--- config.mk ---
export PLATFORM = sky130hd
export DESIGN_NAME = fetch_stage
export DESIGN_NICKNAME = d
export VERILOG_FILES = /design/src/rtl/mips_pkg.sv /design/src/rtl/fetch_hold_buf.sv /design/src/rtl/fetch_stage.sv
export SDC_FILE = /design/constraint.sdc
export NUM_CORES = 1
export LEC_CHECK = 0
export ABC_AREA = 1
export BUFFER_PORTS_ARGS = -buffer_cell sky130_fd_sc_hd__buf_2
export CORE_ASPECT_RATIO = 2
export CORE_UTILIZATION = 40
export CTS_BUF_LIST = sky130_fd_sc_hd__clkbuf_2 sky130_fd_sc_hd__clkbuf_4 sky130_fd_sc_hd__clkbuf_8
export CTS_CLUSTER_DIAMETER = 100
export DETAILED_ROUTE_END_ITERATION = 6
export PLACE_DENSITY = 0.64
export SKIP_CTS_REPAIR_TIMING = 1
export SKIP_LAST_GASP = 1
export SLEW_MARGIN = 0
export SYNTH_ARGS = -nofsm -noshare
export SYNTH_HDL_FRONTEND = slang
export SYNTH_HIERARCHICAL = 1
export SYNTH_SLANG_ARGS = --single-unit
--- constraint.sdc ---
create_clock -name clk -period 4.63 [get_ports clk]
set_input_delay 0.2315 -clock clk [delete_from_list [all_inputs] [get_ports clk]]
set_output_delay 0.2315 -clock clk [all_outputs]
set_load 0.01 [all_outputs]
--- src/rtl/mips_pkg.sv ---
// Shared types and constants for the MIPS pipeline front end.
// Holds the fetch FSM state encoding and the saturating counter helper.
package mips_pkg;

   localparam int unsigned WORD_W = 32;
   localparam int unsigned ADDR_W = 32;

   localparam logic [WORD_W-1:0] NOP_INSTR_C = 32'h0000_0000;

   typedef logic [1:0] fetch_state_t;

   localparam fetch_state_t S_REQ   = 2'd0;
   localparam fetch_state_t S_HOLD  = 2'd1;
   localparam fetch_state_t S_DRAIN = 2'd2;

   function automatic logic [31:0] sat_inc(input logic [31:0] v);
      return (v == 32'hFFFF_FFFF) ? v : v + 32'd1;
   endfunction

endpackage

--- src/rtl/fetch_hold_buf.sv ---
// One-entry instruction buffer; catches a returned fetch while IF/ID is frozen.
// Clear takes priority over load.
module fetch_hold_buf
   import mips_pkg::*;
(
   input  logic              clk,
   input  logic              rst,
   input  logic              load,
   input  logic              clear,
   input  logic [WORD_W-1:0] din,
   output logic [WORD_W-1:0] dout,
   output logic              valid
);

   logic [WORD_W-1:0] data_q;
   logic              valid_q;

   always_ff @(posedge clk or posedge rst) begin
      if (rst) begin
         data_q  <= '0;
         valid_q <= 1'b0;
      end else if (clear) begin
         valid_q <= 1'b0;
      end else if (load) begin
         data_q  <= din;
         valid_q <= 1'b1;
      end
   end

   assign dout  = data_q;
   assign valid = valid_q;

endmodule

--- src/rtl/fetch_stage.sv ---
// IF stage: PC, req/ready instruction fetch, IF/ID register, stall/flush handling.
// Define FETCH_PERF_EN to build the saturating stall/flush performance counters.
module fetch_stage
   import mips_pkg::*;
#(
   parameter logic [ADDR_W-1:0] RESET_PC  = 32'h0000_0000,
   parameter logic [WORD_W-1:0] NOP_INSTR = NOP_INSTR_C
) (
   input  logic              clk,
   input  logic              rst,
   input  logic              pc_write,
   input  logic              if_id_write,
   input  logic              flush,
   input  logic [ADDR_W-1:0] branch_target,
   output logic              imem_req,
   output logic [ADDR_W-1:0] imem_addr,
   input  logic              imem_ready,
   input  logic [WORD_W-1:0] imem_rdata,
   output logic [WORD_W-1:0] if_id_instr,
   output logic [ADDR_W-1:0] if_id_pc4,
   output logic              if_id_valid,
   output logic              fetch_stall,
   output logic [31:0]       perf_stalls,
   output logic [31:0]       perf_flushes
);

   fetch_state_t      state_q, state_d;
   logic [ADDR_W-1:0] pc_q, pc_d;
   logic [ADDR_W-1:0] drain_addr_q, drain_addr_d;
   logic [WORD_W-1:0] instr_q, instr_d;
   logic [ADDR_W-1:0] pc4_q, pc4_d;
   logic              valid_q, valid_d;
   logic              buf_load, buf_clear, buf_valid;
   logic [WORD_W-1:0] buf_data;
   logic [ADDR_W-1:0] pc_plus4;
   logic              advance;

   assign advance  = if_id_write & pc_write;
   assign pc_plus4 = pc_q + 32'd4;

   fetch_hold_buf u_hold_buf (
      .clk   (clk),
      .rst   (rst),
      .load  (buf_load),
      .clear (buf_clear),
      .din   (imem_rdata),
      .dout  (buf_data),
      .valid (buf_valid)
   );

   always_comb begin
      state_d      = state_q;
      pc_d         = pc_q;
      drain_addr_d = drain_addr_q;
      instr_d      = instr_q;
      pc4_d        = pc4_q;
      valid_d      = valid_q;
      buf_load     = 1'b0;
      buf_clear    = 1'b0;

      if (flush) begin
         instr_d   = NOP_INSTR;
         valid_d   = 1'b0;
         pc_d      = branch_target;
         buf_clear = 1'b1;
         case (state_q)
            S_REQ: begin
               // An unanswered request must still be consumed before refetching
               if (!imem_ready) begin
                  state_d      = S_DRAIN;
                  drain_addr_d = pc_q;
               end
            end
            S_DRAIN: state_d = S_DRAIN;
            default: state_d = S_REQ;
         endcase
      end else begin
         case (state_q)
            S_REQ: begin
               if (imem_ready) begin
                  if (advance) begin
                     instr_d = imem_rdata;
                     pc4_d   = pc_plus4;
                     valid_d = 1'b1;
                     pc_d    = pc_plus4;
                  end else begin
                     buf_load = 1'b1;
                     state_d  = S_HOLD;
                  end
               end else if (if_id_write) begin
                  instr_d = NOP_INSTR;
                  valid_d = 1'b0;
               end
            end
            S_HOLD: begin
               if (advance && buf_valid) begin
                  instr_d   = buf_data;
                  pc4_d     = pc_plus4;
                  valid_d   = 1'b1;
                  pc_d      = pc_plus4;
                  buf_clear = 1'b1;
                  state_d   = S_REQ;
               end
            end
            S_DRAIN: begin
               if (if_id_write) begin
                  instr_d = NOP_INSTR;
                  valid_d = 1'b0;
               end
               if (imem_ready) begin
                  state_d = S_REQ;
               end
            end
            default: state_d = S_REQ;
         endcase
      end
   end

   always_ff @(posedge clk or posedge rst) begin
      if (rst) begin
         state_q      <= S_REQ;
         pc_q         <= RESET_PC;
         drain_addr_q <= RESET_PC;
         instr_q      <= NOP_INSTR;
         pc4_q        <= '0;
         valid_q      <= 1'b0;
      end else begin
         state_q      <= state_d;
         pc_q         <= pc_d;
         drain_addr_q <= drain_addr_d;
         instr_q      <= instr_d;
         pc4_q        <= pc4_d;
         valid_q      <= valid_d;
      end
   end

   assign imem_req    = ~rst & (state_q != S_HOLD);
   assign imem_addr   = (state_q == S_DRAIN) ? drain_addr_q : pc_q;
   assign fetch_stall = (state_q == S_DRAIN) | ((state_q == S_REQ) & ~imem_ready);
   assign if_id_instr = instr_q;
   assign if_id_pc4   = pc4_q;
   assign if_id_valid = valid_q;

`ifdef FETCH_PERF_EN
   logic [31:0] stalls_q, flushes_q;

   always_ff @(posedge clk or posedge rst) begin
      if (rst) begin
         stalls_q  <= '0;
         flushes_q <= '0;
      end else begin
         if (fetch_stall || !if_id_write) stalls_q <= sat_inc(stalls_q);
         if (flush) flushes_q <= sat_inc(flushes_q);
      end
   end

   assign perf_stalls  = stalls_q;
   assign perf_flushes = flushes_q;
`else
   assign perf_stalls  = '0;
   assign perf_flushes = '0;
`endif

`ifndef SYNTHESIS
   a_stall_ctrl_match: assert property (@(posedge clk) disable iff (rst)
      pc_write == if_id_write);
   a_target_aligned: assert property (@(posedge clk) disable iff (rst)
      flush |-> (branch_target[1:0] == 2'b00));
`endif

endmodule
==> results.md <==
* Worst setup path endpoint: if_id_instr[10]
* Worst reg-to-reg setup slack at 1.82 ns
* Number of buffers on the longest clock path at 2
* Yosys reg bits at 164
* Type of element launching the critical path: flop
* Hold Crit Class: input port to flop
* Destination of the worst register-to-register timing path: if_id_instr[10]
* Routed via count divided by cell count at 5.03
* Number of placed cells counting well taps at 1,652
* Placement Rows at 78
* Clock Sink Count at 164
* Worst setup path class: flop to flop
* Reg-to-reg startpoint: state_q[1]
* Clock buffers created by TritonCTS at 17
* Die area at 23,800 µm²
* Yosys cell types at 31
* Overall power of the completed layout at 6.29 mW
* Wire length of the first global-routing pass at 40,800 µm
* Number of antenna cells inserted at 0
* Fin Clk Skew at 0.0140 ns
* Violations in the final reports: negative hold slack
* Maximum fanout encountered on the critical timing path at 60
* Placed wire-length estimate at 18,700 µm
* Cells traversed along the worst timing path: inv_1 > ha_1 > nor2_2 > nand3_1 > nand3_2 > inv_2 > nand2_1 > nand2_1
* Cell Area, Synth at 9250 µm²
* Pwr/cell area at 593 nW/µm²
* Depth of the most critical reg-to-reg path at 8
* Library cell contributing the largest single delay on the critical path: sky130_fd_sc_hd__nand3_2
* Achievable clock frequency at 355 MHz
* Net count, final at 1,492
* Part of the Yosys area used for sequential elements at 44.4%
* Number of warnings issued by yosys at 6
* Slew of the pin with the lowest slew margin at 1.19 ns
* Reported max-cap violation count at 0
* Hold Fails Final Rpt at 1
* Number of slew-limit violations in the final report at 0
* # IOs at 233
* Data arrival time of the critical path at 3.23 ns
* Core Region at 22,600 µm²
* Number of port buffers at 168
* Final critical path time including I/O delays and setup at 2.81 ns
* Residual DRC count at 0
* Status: finished, violations left
* Relative slew slack at 20.8%
* Static Leak at 5.43 nW
* Gp weighted congestion at 0.877
* Avg Cell Area, Syn at 7.33 µm²
* Peak VDD IR at 0.284 mV
* Proportion of layout cells with a drive suffix above 1 at 17.4%
* Layout-stage area growth over the synthesis result at 14.6%
* Total number of vias at 8,599
* Type of element capturing the critical path: flop
* Crit-path leading delay family: simple AND/OR/NAND/NOR gates
* Share of the cycle needed by the critical path after routing at 60.8%
* CTS clock-pin slew for the worst setup and hold paths at 0.09 ns
* Final Hold Slack at -0.00194 ns
* Detailed router's first-iteration violation count at 272
* Delay of the slowest critical-path stage at 0.83 ns
* Number of antenna violations at the first check in global routing at 0
* Horizontal extent of the die at 110 µm
* CP most frequent cell: sky130_fd_sc_hd__nand2_1
* Layout Utilization at 46.8%
* Crit path depth at 8
* Number of setup violations in the final report at 0
* Starting Density at 40.9%
* Count of buffer and inverter cells on the critical path at 2
* RSZ-0062 raised after global routing: false
* Routed Antenna Nets at 0
* GR Overflow Total at 0
* Detail-routed net length per standard cell at 15.5 µm
* TritonCTS clock tree: done
* Fin Setup TNS at 0 ns
* Launch point of the worst path: state_q[1]
* Number of global-route vias before repair at 7,890
* Overall routing resource usage at 22.8%
* Worst-Skew Late Latency at 0.48 ns
* Syn Inst Count at 1,263
* Final Instance Count excl. Fillers at 1,710
* WP data required at 5.05 ns
* Deepest level of the CTS H-tree at 4
* WL final at 26,500 µm
* Largest net degree at the start of global routing at 69
* Die span in y at 217 µm
* Detailed Routing Iterations Pass 1 at 5
* Root cell of the clock tree: sky130_fd_sc_hd__clkbuf_8
[metrics by stage]
stage          worst slack (ns)  area [µm²]
2_1_floorplan             0.901        9490
3_3_place_gp               1.86        9940
3_5_place_dp               1.75        9940
4_1_cts                    1.73       10300
5_1_grt                    1.42       10600
6_report                   1.82       10600
[kinds of logic (layout without fill, tap and decap cells)]
group	after synthesis	after routing	share of synthesized area, %
buf+inv	203	307	12.0
compound gates	247	247	13.5
flops	164	164	44.4
xor+xnor	4	4	0.379
other cells	1	64	0.0405
fa+ha+maj	4	4	0.541
simple gates	640	640	29.2
[metal layers]
| layer | up-vias | GRT usage (%) | share of wire [%] |
|---|---|---|---|
| li1 | 4267 | - | - |
| met1 | 4002 | 24.6 | 37 |
| met2 | 274 | 41.3 | 54 |
| met3 | 56 | 4.13 | 4.6 |
| met4 | 0 | 11.8 | 4.5 |
| met5 | - | 0 | 0 |
[area by class of cell]
type	count	area (µm²)
Clock inverter	11	129
Fill cell	2371	12000
Timing Repair Buffer	208	1210
Tap cell	280	350
Sequential cell	164	4100
Clock buffer	20	269
Multi-Input combinational cell	959	4280
Inverter	68	260
[where the power goes]
group | internal (mW) | total, mW | switching, mW | leakage, nW
clock network | 0.513 | 1.07 | 0.558 | 0.199
registers | 2.01 | 2.42 | 0.407 | 2.08
logic | 0.968 | 2.80 | 1.83 | 3.15
[Yosys cell counts]
library cell               number  area (µm²)
sky130_fd_sc_hd__clkinv_1       1        3.75
sky130_fd_sc_hd__conb_1         1        3.75
sky130_fd_sc_hd__buf_6          5        56.3
sky130_fd_sc_hd__nand2_2        1        6.26
sky130_fd_sc_hd__inv_1         61         229
sky130_fd_sc_hd__nand2_1      450        1690
sky130_fd_sc_hd__xnor2_1        1        8.76
sky130_fd_sc_hd__nand3_1      111         556
sky130_fd_sc_hd__o21ai_1        8        40.0
sky130_fd_sc_hd__buf_4         70         526
sky130_fd_sc_hd__dfrtp_1      164        4100
sky130_fd_sc_hd__nand3_2       15         150
sky130_fd_sc_hd__xor2_1         3        26.3
sky130_fd_sc_hd__buf_2         23         115
sky130_fd_sc_hd__a21oi_4        1        16.3
sky130_fd_sc_hd__clkbuf_1      30         113
sky130_fd_sc_hd__o21ai_0      171         856
sky130_fd_sc_hd__nand2_4        1        11.3
sky130_fd_sc_hd__nor2_1        47         176
sky130_fd_sc_hd__inv_2          6        22.5
sky130_fd_sc_hd__ha_1           4        50.1
sky130_fd_sc_hd__buf_8          2        30.0
sky130_fd_sc_hd__nor2_4         1        11.3
sky130_fd_sc_hd__a21oi_1       66         330
sky130_fd_sc_hd__nor3_1         1        5.00
sky130_fd_sc_hd__buf_1          5        18.8
sky130_fd_sc_hd__and2_1         2        12.5
sky130_fd_sc_hd__a31oi_1        1        6.26
sky130_fd_sc_hd__nand4_1        3        18.8
sky130_fd_sc_hd__nand3_4        1        17.5
sky130_fd_sc_hd__nor2_2         7        43.8
[state kept, by name, summed over array words and instances (netlist names)]
name and cells:
drain_addr_q 32, if_id_instr 32, if_id_pc4 32, pc_q 32, u_hold_buf/dout 32, state_q 2
if_id_valid 1, u_hold_buf/valid 1
[worst min-delay path by stage]
| stage | endpoint | start | cells after the start | slack, ns |
|---|---|---|---|---|
| floorplan | pc_q[0] | branch_target[0] | 2 | 0.35 |
| global placement | pc_q[1] | rst | 2 | 0.31 |
| detailed placement | if_id_instr[19] | rst | 2 | 0.32 |
| CTS | if_id_instr[6] | rst | 2 | -0.22 |
| global route | u_hold_buf/dout[23] | imem_rdata[23] | 3 | 0.003 |
| finish | u_hold_buf/dout[17] | imem_rdata[17] | 3 | -0.002 |
[placed cells by master, fill, tap and decap left out]
| cell type | instances |
|---|---|
| sky130_fd_sc_hd__xnor2_1 | 1 |
| sky130_fd_sc_hd__o21ai_1 | 8 |
| sky130_fd_sc_hd__ha_2 | 1 |
| sky130_fd_sc_hd__clkbuf_4 | 1 |
| sky130_fd_sc_hd__a21oi_4 | 1 |
| sky130_fd_sc_hd__inv_6 | 2 |
| sky130_fd_sc_hd__bufinv_16 | 2 |
| sky130_fd_sc_hd__dlygate4sd3_1 | 27 |
| sky130_fd_sc_hd__nand3_1 | 109 |
| sky130_fd_sc_hd__ha_1 | 3 |
| sky130_fd_sc_hd__nor2_1 | 47 |
| sky130_fd_sc_hd__buf_4 | 13 |
| sky130_fd_sc_hd__nand2_2 | 1 |
| sky130_fd_sc_hd__clkinv_1 | 1 |
| sky130_fd_sc_hd__a31oi_1 | 1 |
| sky130_fd_sc_hd__nand2_4 | 1 |
| sky130_fd_sc_hd__inv_2 | 6 |
| sky130_fd_sc_hd__buf_2 | 168 |
| sky130_fd_sc_hd__and2_1 | 2 |
| sky130_fd_sc_hd__dfrtp_1 | 164 |
| sky130_fd_sc_hd__nor2_4 | 1 |
| sky130_fd_sc_hd__nand4_1 | 3 |
| sky130_fd_sc_hd__clkinvlp_4 | 2 |
| sky130_fd_sc_hd__nor3_1 | 1 |
| sky130_fd_sc_hd__xor2_1 | 3 |
| sky130_fd_sc_hd__nand2_1 | 450 |
| sky130_fd_sc_hd__clkbuf_8 | 19 |
| sky130_fd_sc_hd__nand3_4 | 1 |
| sky130_fd_sc_hd__o21ai_0 | 171 |
| sky130_fd_sc_hd__clkinv_2 | 2 |
| sky130_fd_sc_hd__conb_1 | 64 |
| sky130_fd_sc_hd__nor2_2 | 7 |
| sky130_fd_sc_hd__nand3_2 | 17 |
| sky130_fd_sc_hd__a21oi_1 | 66 |
| sky130_fd_sc_hd__clkinv_4 | 4 |
| sky130_fd_sc_hd__inv_1 | 60 |
[worst reg2reg max path: stages (launching register included)]
cell and delay [ns]:
sky130_fd_sc_hd__dfrtp_1 0.40, sky130_fd_sc_hd__inv_1 0.09, sky130_fd_sc_hd__ha_1 0.58, sky130_fd_sc_hd__nor2_2 0.11, sky130_fd_sc_hd__nand3_1 0.12, sky130_fd_sc_hd__nand3_2 0.83, sky130_fd_sc_hd__inv_2 0.48, sky130_fd_sc_hd__nand2_1 0.10
sky130_fd_sc_hd__nand2_1 0.06
Note: power is estimated with default switching activity, not from simulation.
